## config.mk

```make
export PLATFORM = sky130hd
export DESIGN_NAME = imem_bank_power_ctrl
export DESIGN_NICKNAME = d
export VERILOG_FILES = /design/src/rtl/imem_bank_power_ctrl.sv
export SDC_FILE = /design/constraint.sdc
export NUM_CORES = 1
export LEC_CHECK = 0
export BUFFER_PORTS_ARGS = -buffer_cell sky130_fd_sc_hd__buf_4
export CAP_MARGIN = 20
export CORE_MARGIN = 1
export CORE_UTILIZATION = 45
export DETAILED_ROUTE_END_ITERATION = 16
export GPL_ROUTABILITY_DRIVEN = 0
export PLACE_DENSITY_LB_ADDON = 0.3
export SETUP_SLACK_MARGIN = 0.05
export SYNTH_ARGS = -nofsm -noshare
export SYNTH_HDL_FRONTEND = slang
export SYNTH_SLANG_ARGS = --single-unit
```

## constraint.sdc

```tcl
create_clock -name clk -period 3.7 [get_ports clk]
set_clock_uncertainty 0.05 [all_clocks]
set_input_delay 0.555 -clock clk [delete_from_list [all_inputs] [get_ports clk]]
set_output_delay 0.555 -clock clk [all_outputs]
set_load 0.005 [all_outputs]
```

## src/rtl/imem_bank_power_ctrl.sv

```systemverilog
// Power-mode sequencer for two 16K-word instruction-memory banks.
// Each bank runs an independent ACTIVE/STANDBY/SLEEP/WAKE/OFF machine. Fetches to a
// non-active bank are stalled until it is back in ACTIVE.
module imem_bank_power_ctrl #(
    parameter int unsigned IDLE_STANDBY = 16,
    parameter int unsigned IDLE_SLEEP   = 256,
    parameter int unsigned WAKE_CYCLES  = 4,
    parameter int unsigned CNT_WIDTH    = 9
) (
    input  logic        clk,
    input  logic        reset,
    input  logic        req_valid,
    input  logic [14:0] req_addr,
    input  logic        req_wren,
    output logic        req_ready,
    output logic [1:0]  bank_chip_sel,
    output logic [1:0]  bank_standby,
    output logic [1:0]  bank_sleep,
    output logic [1:0]  bank_poweroff,
    input  logic [1:0]  pwr_off_req,
    output logic [5:0]  bank_state
);

    typedef enum logic [2:0] {
        StActive  = 3'd0,
        StStandby = 3'd1,
        StSleep   = 3'd2,
        StWake    = 3'd3,
        StOff     = 3'd4
    } bank_state_e;

    localparam logic [CNT_WIDTH-1:0] StbyThr  = CNT_WIDTH'(IDLE_STANDBY - 1);
    localparam logic [CNT_WIDTH-1:0] SleepThr = CNT_WIDTH'(IDLE_SLEEP - 1);
    localparam logic [CNT_WIDTH-1:0] IdleMax  = CNT_WIDTH'(IDLE_SLEEP);
    localparam logic [CNT_WIDTH-1:0] WakeInit = CNT_WIDTH'(WAKE_CYCLES - 1);

    bank_state_e          state_q [2];
    bank_state_e          state_d [2];
    logic [CNT_WIDTH-1:0] idle_q  [2];
    logic [CNT_WIDTH-1:0] idle_d  [2];
    logic [CNT_WIDTH-1:0] wake_q  [2];
    logic [CNT_WIDTH-1:0] wake_d  [2];
    logic [1:0]           standby_q, standby_d;
    logic [1:0]           sleep_q, sleep_d;
    logic [1:0]           poweroff_q, poweroff_d;
    logic [1:0]           acc;
    logic                 tgt;

    // Write strobe and in-bank address are passed through to the banks elsewhere.
    logic unused_inputs;
    assign unused_inputs = ^{req_wren, req_addr[13:0]};

    assign tgt = req_addr[14];

    // Combinational accept and chip select; zero latency when the target bank is ACTIVE.
    always_comb begin
        req_ready     = req_valid && (state_q[tgt] == StActive) && !pwr_off_req[tgt];
        bank_chip_sel = 2'b00;
        bank_chip_sel[tgt] = req_ready;
    end

    // Per-bank next state, idle counter and wake counter.
    always_comb begin
        for (int b = 0; b < 2; b++) begin
            acc[b]     = req_valid && (tgt == 1'(b));
            state_d[b] = state_q[b];
            wake_d[b]  = wake_q[b];

            // Idle time is only meaningful while powered and awake.
            if (state_q[b] == StOff || state_q[b] == StWake || acc[b]) begin
                idle_d[b] = '0;
            end else if (idle_q[b] != IdleMax) begin
                idle_d[b] = idle_q[b] + 1'b1;
            end else begin
                idle_d[b] = idle_q[b];
            end

            if (pwr_off_req[b]) begin
                state_d[b] = StOff;
            end else begin
                unique case (state_q[b])
                    StActive: begin
                        if (!acc[b] && idle_q[b] == StbyThr) state_d[b] = StStandby;
                    end
                    StStandby: begin
                        if (acc[b]) state_d[b] = StActive;
                        else if (idle_q[b] == SleepThr) state_d[b] = StSleep;
                    end
                    StSleep: begin
                        if (acc[b]) begin
                            state_d[b] = StWake;
                            wake_d[b]  = WakeInit;
                        end
                    end
                    StWake: begin
                        if (wake_q[b] == '0) state_d[b] = StActive;
                        else wake_d[b] = wake_q[b] - 1'b1;
                    end
                    StOff: begin
                        state_d[b] = StWake;
                        wake_d[b]  = WakeInit;
                    end
                    default: state_d[b] = StActive;
                endcase
            end

            standby_d[b]  = (state_d[b] == StStandby);
            sleep_d[b]    = (state_d[b] == StSleep);
            poweroff_d[b] = (state_d[b] == StOff);
        end
    end

    // State and registered power-control outputs.
    always_ff @(posedge clk) begin
        if (reset) begin
            for (int b = 0; b < 2; b++) begin
                state_q[b] <= StActive;
                idle_q[b]  <= '0;
                wake_q[b]  <= '0;
            end
            standby_q  <= '0;
            sleep_q    <= '0;
            poweroff_q <= '0;
        end else begin
            for (int b = 0; b < 2; b++) begin
                state_q[b] <= state_d[b];
                idle_q[b]  <= idle_d[b];
                wake_q[b]  <= wake_d[b];
            end
            standby_q  <= standby_d;
            sleep_q    <= sleep_d;
            poweroff_q <= poweroff_d;
        end
    end

    assign bank_standby  = standby_q;
    assign bank_sleep    = sleep_q;
    assign bank_poweroff = poweroff_q;
    assign bank_state    = {state_q[1], state_q[0]};

endmodule

```

==> impl_results.md <==
- Outcome: complete, no violations
- Tot Pwr: about 1.1 mW
- Die W: 75.7 um
- H-Tree Depth: 2
- Unrepaired setup endpoints after global routing: no
- Combinational family with the most area after synthesis: simple AND/OR/NAND/NOR gates
- Critical Path Sink Type: primary output
- Cell Rows: 26
- Final core occ: a little over half
- Fmax: 437 MHz
- Post-route ant nets: 0
- WL/cell: ~12 um
- Async SR Flop Fraction: 0%
- Mux contribution to synthesized area: less than 1%
- Setup TNS: 0 ns
- Final min period: approximately 2.3 ns
- Relative slew slack: 49.9%
- Total GRT Usage: 16.9%
- Initial Util: between 40% and 50%
- Seq/Total Area, Yosys: between 30 and 40%
- Final period util: a little over 60%
- Critical setup path kind: reg2out
- Commonest non-fill, non-tap cell in the layout: dfxtp_1
- Synth Area in XOR/XNOR: 8.60%
- Hold_ws: 0.470 ns
- Synth-to-Final Area Change: 13.3%
- DRC violations left: 0
- Leakage: around 1.1 nW
- N_diodes: 0
- CTS Hold Bufs: 0
- Post-CTS Setup Repair Bufs: 0
- Fin. Hold Viols: 0
- Root Buffer: clkbuf_8
- Antenna violations before repair: 0
- Buf+Inv Stages, Crit Path: 1
- Top_reg_cell synth: dfxtp_1
- Yosys reg bits: 48
- CTS tree: built
- Crit Path Max Fanout: 10
- Vias per cell: 5.28
- Synth warn: 0
- Vias: slightly below 2k
- Sequential share of power: approximately half
- Mapped cell area: 2440 sq um
- Fraction of layout cells with a size suffix above 1: between 10% and 20%
- Final worst setup slack: approximately 1.4 ns
- Final setup violation count: 0
- Clock share of power: between 30% and 40%
- Synth Area in Simple Gates: 30.4%
- CTS buffer count: 5
- Post-synth EDFFs: 0
- Final HPWL DP: around 3300 um
- WP data arrival: 1.68 ns
- Slowest cell on crit path: or3_1
- Die area: 5730 sq um
- Largest net degree at the start of global routing: 17
- Measured slew at the worst slew-check pin: between 0.7 and 0.8 ns
- Area leader, netlist: dfxtp_1
- Total Wirelength: roughly 4400 um
- First-pass GRT wire length: 7470 um
- Max-slew violations: 0
- CTS resizes: 0
- Design Area, Final: 2770 sq um
- Int Power: 807 uW
- Longest Clk Path Bufs: 2
- Post-placement cell area: roughly 2700 sq um
- Drt pass-1 iters: 4
- Most frequent cells in the layout: 48 x dfxtp_1, 47 x nor2_1, 20 x buf_4, 16 x inv_1
- Compound-Gate Fraction of Synth Area: 12.5%
- Port bufs: 20
- Drt first-iter violations: approximately 140
- Switch Pwr: between 200 and 300 uW
- Startpoint types: flop
- Non-Filler Instances: between 300 and 400
- Max-cap violation count: 0
- Filler cells: around 460
- Synthesized Nets: ~320
- Largest stage delay, worst path: 0.42 ns
- CP cell instances: or3_1 -> nor3_1 -> or2_2 -> buf_4
- Io pins: 36
- Sw frac: 26.2%
- Post-synth top area share: roughly two fifths
- Critical path's top delay family: simple AND/OR/NAND/NOR gates
- Post-synth cell types: 55
- Total core area: approximately 5200 sq um
- Die H: roughly 76 um
- Hold Path Class: reg2reg
- Avg Cell Area, Syn: ~8.6 sq um
- Clk pin slew, worst setup/hold paths: about 0.09 ns
- Logic pwr share: roughly an eighth
- Vias in the first global route: 1650
- Area contributors post-synth: dfxtp_1 39%, nor2_1 7.2%, ha_1 5.1%
- Placed Cells: 368
- CP Data Required Time: between 3 and 4 ns
- Max VDD drop: around 0.19 mV
- Grt ovf: 0
- Power Density: between 300 and 400 nW/um^2
- Dpl ws: between 1 and 1.5 ns
- Clock latency on the worst-skew pair: ~0.30 ns
- Adder-Cell Fraction of Synth Area: 5.12%
- Nets: around 340
- CTS sink cnt: 48
- Cell count after synthesis: 285
power groups by stage:
stage / clock [mW] / combinational [mW] / sequential (mW)
3_3_place_gp: 0 / 0.144 / 0.571
6_report: 0.388 / 0.146 / 0.559
4_1_cts: 0.397 / 0.147 / 0.559
3_5_place_dp: 0 / 0.146 / 0.571
5_1_grt: 0.421 / 0.166 / 0.564
2_1_floorplan: 0 / 0.112 / 0.566
worst register-to-register path, stage by stage, from the launching register on:
cell	delay (ns)
dfxtp_1	0.40
ha_1	0.21
nand3_1	0.17
nor2_1	0.20
and3_1	0.19
ha_1	0.16
nor3b_1	0.05
o21ai_0	0.24
a31oi_1	0.13
and2_1	0.17
worst paths after layout:
check	startpoint	to	slack (ns)	depth (start not counted)
worst max-delay path	state_q[1][1]	req_ready	1.41	4
worst min-delay path	wake_q[0][16]	wake_q[0][16]	0.47	2
worst max register to register	idle_q[0][9]	bank_standby[1]	1.64	9
worst min register to register	wake_q[0][16]	wake_q[0][16]	0.47	2
sequential cells by signal, indices dropped and copies added, names as in the netlist:
signal         flops
bank_poweroff      2
bank_sleep         2
bank_standby       2
idle_q            18
state_q            6
wake_q            18
cells in the mapped netlist, types with 5 or more instances:
master / instances
nor2_1: 47
clkbuf_1: 5
a21oi_1: 8
nand3_1: 12
nor3_1: 11
nand2_1: 14
xnor2_1: 14
ha_1: 10
nor4_1: 6
nor2b_1: 11
a211oi_1: 6
dfxtp_1: 48
inv_1: 16
xor2_1: 10
metal layers:
metal	GRT usage (%)	vias to the layer above	wire length [um]
li1	-	1036	-
met1	23.8	922	2270
met2	26.2	24	2010
met3	3.97	4	137
met4	3.70	0	32
met5	0	-	0
logic make-up after synthesis:
kind of cell               Yosys count
DFF                                 48
muxes                                1
buffers and inverters               23
adders and majority gates           10
and+or+nand+nor                    139
AOI/OAI and AO/OA                   40
xor gates and xnor gates            24
final cells by class:
type	instances	area (sq um)	area share [%]
Clock inverter	3	46.3	1.67
Inverter	16	60.1	2.17
Tap cell	70	87.6	3.16
Sequential cell	48	961	34.7
Timing Repair Buffer	20	150	5.42
Multi-Input combinational cell	214	1400	50.4
Clock buffer	5	68.8	2.49
(Power assumes the default switching activity.)
